`config.mk`:
```
export PLATFORM = sky130hd
export DESIGN_NAME = pc_sequencer
export DESIGN_NICKNAME = d
export VERILOG_FILES = /design/src/rtl/pc_sequencer.sv
export SDC_FILE = /design/constraint.sdc
export NUM_CORES = 1
export LEC_CHECK = 0
export ABC_AREA = 1
export CELL_PAD_IN_SITES_DETAIL_PLACEMENT = 0
export CELL_PAD_IN_SITES_GLOBAL_PLACEMENT = 1
export CORE_MARGIN = 2
export CORE_UTILIZATION = 42
export CTS_BUF_LIST = sky130_fd_sc_hd__clkbuf_8
export DETAILED_ROUTE_END_ITERATION = 16
export DONT_BUFFER_PORTS = 1
export PLACE_DENSITY_LB_ADDON = 0.12
export SYNTH_ARGS = -nofsm -noshare
export SYNTH_HDL_FRONTEND = slang
export SYNTH_SLANG_ARGS = --single-unit
```
`constraint.sdc`:
```
create_clock -name clk -period 1.45 [get_ports clk]
set_input_delay 0.29 -clock clk [delete_from_list [all_inputs] [get_ports clk]]
set_output_delay 0.29 -clock clk [all_outputs]
set_load 0.01 [all_outputs]
```
`src/rtl/pc_sequencer.sv`:
```
// Program counter owner: fetch -> execute -> PC update sequencing
// with run/halt control and a retired-instruction counter.
module pc_sequencer #(
   parameter int unsigned          ADDR_W   = 16,
   parameter logic [ADDR_W-1:0]    RESET_PC = '0,
   parameter int unsigned          CNT_W    = 16
) (
   input  logic              clk,
   input  logic              rst_n,
   input  logic              run,
   input  logic              halt_req,
   output logic              imem_req,
   output logic [ADDR_W-1:0] imem_addr,
   input  logic              imem_ack,
   output logic              instr_valid,
   input  logic              instr_done,
   input  logic              branch_eval,
   input  logic              pc_write_enabled,
   input  logic [ADDR_W-1:0] branch_target,
   output logic [ADDR_W-1:0] pc,
   output logic              busy,
   output logic              halted,
   output logic [CNT_W-1:0]  retired_count
);

   typedef enum logic [1:0] {
      S_IDLE   = 2'd0,
      S_FETCH  = 2'd1,
      S_EXEC   = 2'd2,
      S_HALTED = 2'd3
   } state_t;

   localparam logic [ADDR_W-1:0] PC_ONE  = ADDR_W'(1);
   localparam logic [CNT_W-1:0]  CNT_ONE = CNT_W'(1);

   state_t            state;
   state_t            state_nxt;
   logic              halt_pending;
   logic              halt_pending_nxt;
   logic              retire;
   logic              take_branch;
   logic [ADDR_W-1:0] pc_nxt;

   assign take_branch = branch_eval & pc_write_enabled;
   assign retire      = (state == S_EXEC) & instr_done;

   // Both increments wrap naturally at their register width.
   assign pc_nxt = take_branch ? branch_target : pc + PC_ONE;

   always_comb begin
      state_nxt        = state;
      halt_pending_nxt = halt_pending;
      unique case (state)
         S_IDLE: begin
            if (run)
               state_nxt = S_FETCH;
         end
         S_FETCH: begin
            if (halt_req)
               halt_pending_nxt = 1'b1;
            if (imem_ack)
               state_nxt = S_EXEC;
         end
         S_EXEC: begin
            if (halt_req)
               halt_pending_nxt = 1'b1;
            if (instr_done) begin
               if (halt_pending | halt_req) begin
                  state_nxt        = S_HALTED;
                  halt_pending_nxt = 1'b0;
               end else begin
                  state_nxt = S_FETCH;
               end
            end
         end
         S_HALTED: begin
            // A simultaneous halt_req keeps the block parked.
            if (run & ~halt_req)
               state_nxt = S_FETCH;
         end
         default: begin
            state_nxt        = S_IDLE;
            halt_pending_nxt = 1'b0;
         end
      endcase
   end

   always_ff @(posedge clk or negedge rst_n) begin
      if (!rst_n) begin
         state         <= S_IDLE;
         halt_pending  <= 1'b0;
         pc            <= RESET_PC;
         retired_count <= '0;
      end else begin
         state        <= state_nxt;
         halt_pending <= halt_pending_nxt;
         if (retire) begin
            pc            <= pc_nxt;
            retired_count <= retired_count + CNT_ONE;
         end
      end
   end

   assign imem_req    = (state == S_FETCH);
   assign imem_addr   = pc;
   assign instr_valid = (state == S_EXEC);
   assign busy        = (state == S_FETCH) | (state == S_EXEC);
   assign halted      = (state == S_HALTED);

endmodule

```
==> impl_metrics.ini <==
[setup_path]
required_ps = 1160
path_delay_family = flip-flops
worstPathArrival_ps = 1180
path_max_fanout = 3
cp-start-kind = flop
cp-end-kind = output port
cpPeakStageDelay_ps = 360
cp_cell_sequence = inv_2 > buf_4 > ha_1
slowest_stage = dfrtp_1
path_class = reg2out
worst-path-buf-inv = 2

[place]
gp_congestion = 0.742
io_buffers = 0
hpwl_mm = 4.12
pre_cts_ws_ps = 5.80
placed_cell_area_um2 = 2530

[sta]
slew_headroom_pct = 78.5
rsz0062_at_grt = yes
fmax_mhz = 682
finClkSkew_ps = 5.95
tightest_slew_ps = 320
fin_ws_ps = -15.6
finalSetupViolations = 2
period_needed_ps = 1470
fin_crit_sh_pct = 101
hold_viol = 0
slew_viol_final = 0

[grt]
antenna_found_initial = 0
overflow = 0
grt_pass1_wl_mm = 9.35
grt_pass1_vias = 2027
track_usage_pct = 19.3
grt_max_degree = 36

[final_layout]
antenna_cells = 0
layout-drive-gt1-share_pct = 22.0
design_area_um2 = 2750
final_net_count = 375
syn2layout_area_growth_pct = 18.2

[power]
pwr-share-seq_pct = 34.5
p_int_mw = 2.62
power.density_nw_per_um2 = 1700
switchingPower_mw = 2.07
pwr-share-comb_pct = 48.7
ir_drop_uv = 979
pwr-share-clk_pct = 16.8
switching_share_pct = 44.1
power.leakage_nw = 1.43

[yosys]
syn-cell-area_um2 = 2330
synth.largest_area_cell = dfrtp_1
synthCells = 323
yosysUniqueCellTypes = 30
synthTopCellsByCount = 84 x nand2_1, 47 x inv_1, 38 x nor2_1
syn_avg_cell_area_um2 = 7.21
synth_edf_count = 0
syn_nets = 353
synthAdderAreaFrac_pct = 3.22
ys_ff_latch = 35
synth_top_family_by_area = simple AND/OR/NAND/NOR gates
synthMuxAreaShare_pct = 0
ys_async_sr_fraction_pct = 100
post-synth-top-count-cell = nand2_1
synth_compound_area_share_pct = 7.68
netlist_top_cells_area = dfrtp_1 38%, nand2_1 14%, inv_1 7.6%
netlist.area_leader.share_pct = 37.6
yosysWarnings = 0
ys_seq_area_share_pct = 37.6
yosys_most_used_dff = dfrtp_1
yosys.area_share.simple_pct = 32.7
synth_xor_area_share_pct = 4.51

[die]
start_util_pct = 42.8
ios = 76
die_w_um = 78.5
core_um2 = 5440
die_h_um = 78.5
dieArea_um2 = 6160
std_cell_rows = 27

[routing]
via_count = 1991
ant_nets = 0
dr.pass1.iters = 5
drt-initial-drc-count = 70
viasPerCell = 4.76
drc = 0
finalWirelength_mm = 5.46
wire_per_inst_um = 13.1

[run_status]
violations = setup timing
outcome = finished, violations left

[clock_network]
root_buffer = clkbuf_8
cts_sinks = 35
clk_pin_slew_worst_paths_ps = 70
cts_made_buffers = 5
htree_levels = 2
clk_latency_ps = 280
clockBufferDepth = 2
cts_tree = yes

[worst_hold_path]
hp-class = in2reg

[job]
drv_cap = 0
worst reg2reg max path, stage by stage, from the launching register on:
cell and delay (ps):
dfrtp_1 390, inv_2 80, ha_4 140, nand2_4 60, inv_4 80, nand2_4 60
nor2_4 130, nand3_4 120, nor2_2 120, nand2_1 50, nand2_1 70, inv_1 30
sequential cells by signal (all words and copies together), names as in the netlist:
register / flops
state: 2
imem_addr: 16
retired_count: 16
halt_pending: 1
stage by stage:
step	util [%]	hold slack (ps)	cells	power [mW]	setup TNS (ps)
floorplan	-	-5.59	323	3.23	0
global placement	46.5	-4.57	404	3.74	0
detailed placement	46.5	-4.66	404	3.76	0
CTS	49.0	138	414	4.62	-46.3
global route	50.6	158	418	5.11	-459
finish	50.6	148	418	4.68	-15.8
layer usage:
layer  vias up  GRT usage, %  routed length (um)
met3         2          6.67                 336
met2        44          34.5                2690
met5         -             0                   0
li1       1028             -                   -
met4         0          5.44                  27
met1       917          21.8                2400
final timing paths:
check                            startpoint                 to  slack (ps)  depth (start not counted)
hold reg to reg            retired_count[6]   retired_count[6]         560                          1
min in group asynchronous             rst_n       imem_addr[7]         450                          2
hold / removal             branch_target[1]       imem_addr[1]         150                          2
max in group asynchronous             rst_n   retired_count[4]         810                          2
setup / recovery                   state[0]               busy         -20                          3
setup reg to reg                   state[0]  retired_count[12]          10                         11
power groups by stage:
| stage | logic (mW) | clock network, mW | registers, mW |
|---|---|---|---|
| finish | 2.28 | 0.786 | 1.62 |
| global route | 2.57 | 0.867 | 1.67 |
| CTS | 2.19 | 0.831 | 1.61 |
| detailed placement | 2.14 | 0 | 1.62 |
| global placement | 2.12 | 0 | 1.62 |
| floorplan | 1.45 | 0 | 1.77 |
area by class of cell:
class,count,area [um2]
inverter,49,186
clock buffer,7,96.3
sequential,35,876
timing repair buffer,37,317
clock inverter,1,3.75
tap,72,90.1
multi-input combinational,217,1180
fill,561,2690
layout by cell type, fill, tap and decap left out, types with 5 or more instances in the layout:
cell,count
nand2_1,82
inv_1,46
dfrtp_1,35
nor2_1,32
buf_4,31
nand3_1,19
o21ai_0,13
a21oi_1,9
xor2_1,7
nor2_2,7
clkbuf_8,7
nand4_1,6
nor2_4,5
xnor2_1,5
timing repair:
action | 4_1_cts | 5_1_grt
pin swaps | 0 | 4
setup endpoints to repair | 3 | 16
buffers inserted | 0 | 4
endpoints found under the hold margin | 35 | 0
hold buffers | 2 | 0
resized for setup | 1 | 19
logic make-up (layout without fill, tap and decap cells):
kind of cell               Yosys count  after routing
DFF                                 35             35
xor gates and xnor gates            12             12
buffers and inverters               71             94
adders and majority gates            6              6
and+or+nand+nor                    168            168
AOI/OAI and AO/OA                   31             31
Power figures use the tool's default switching activity.
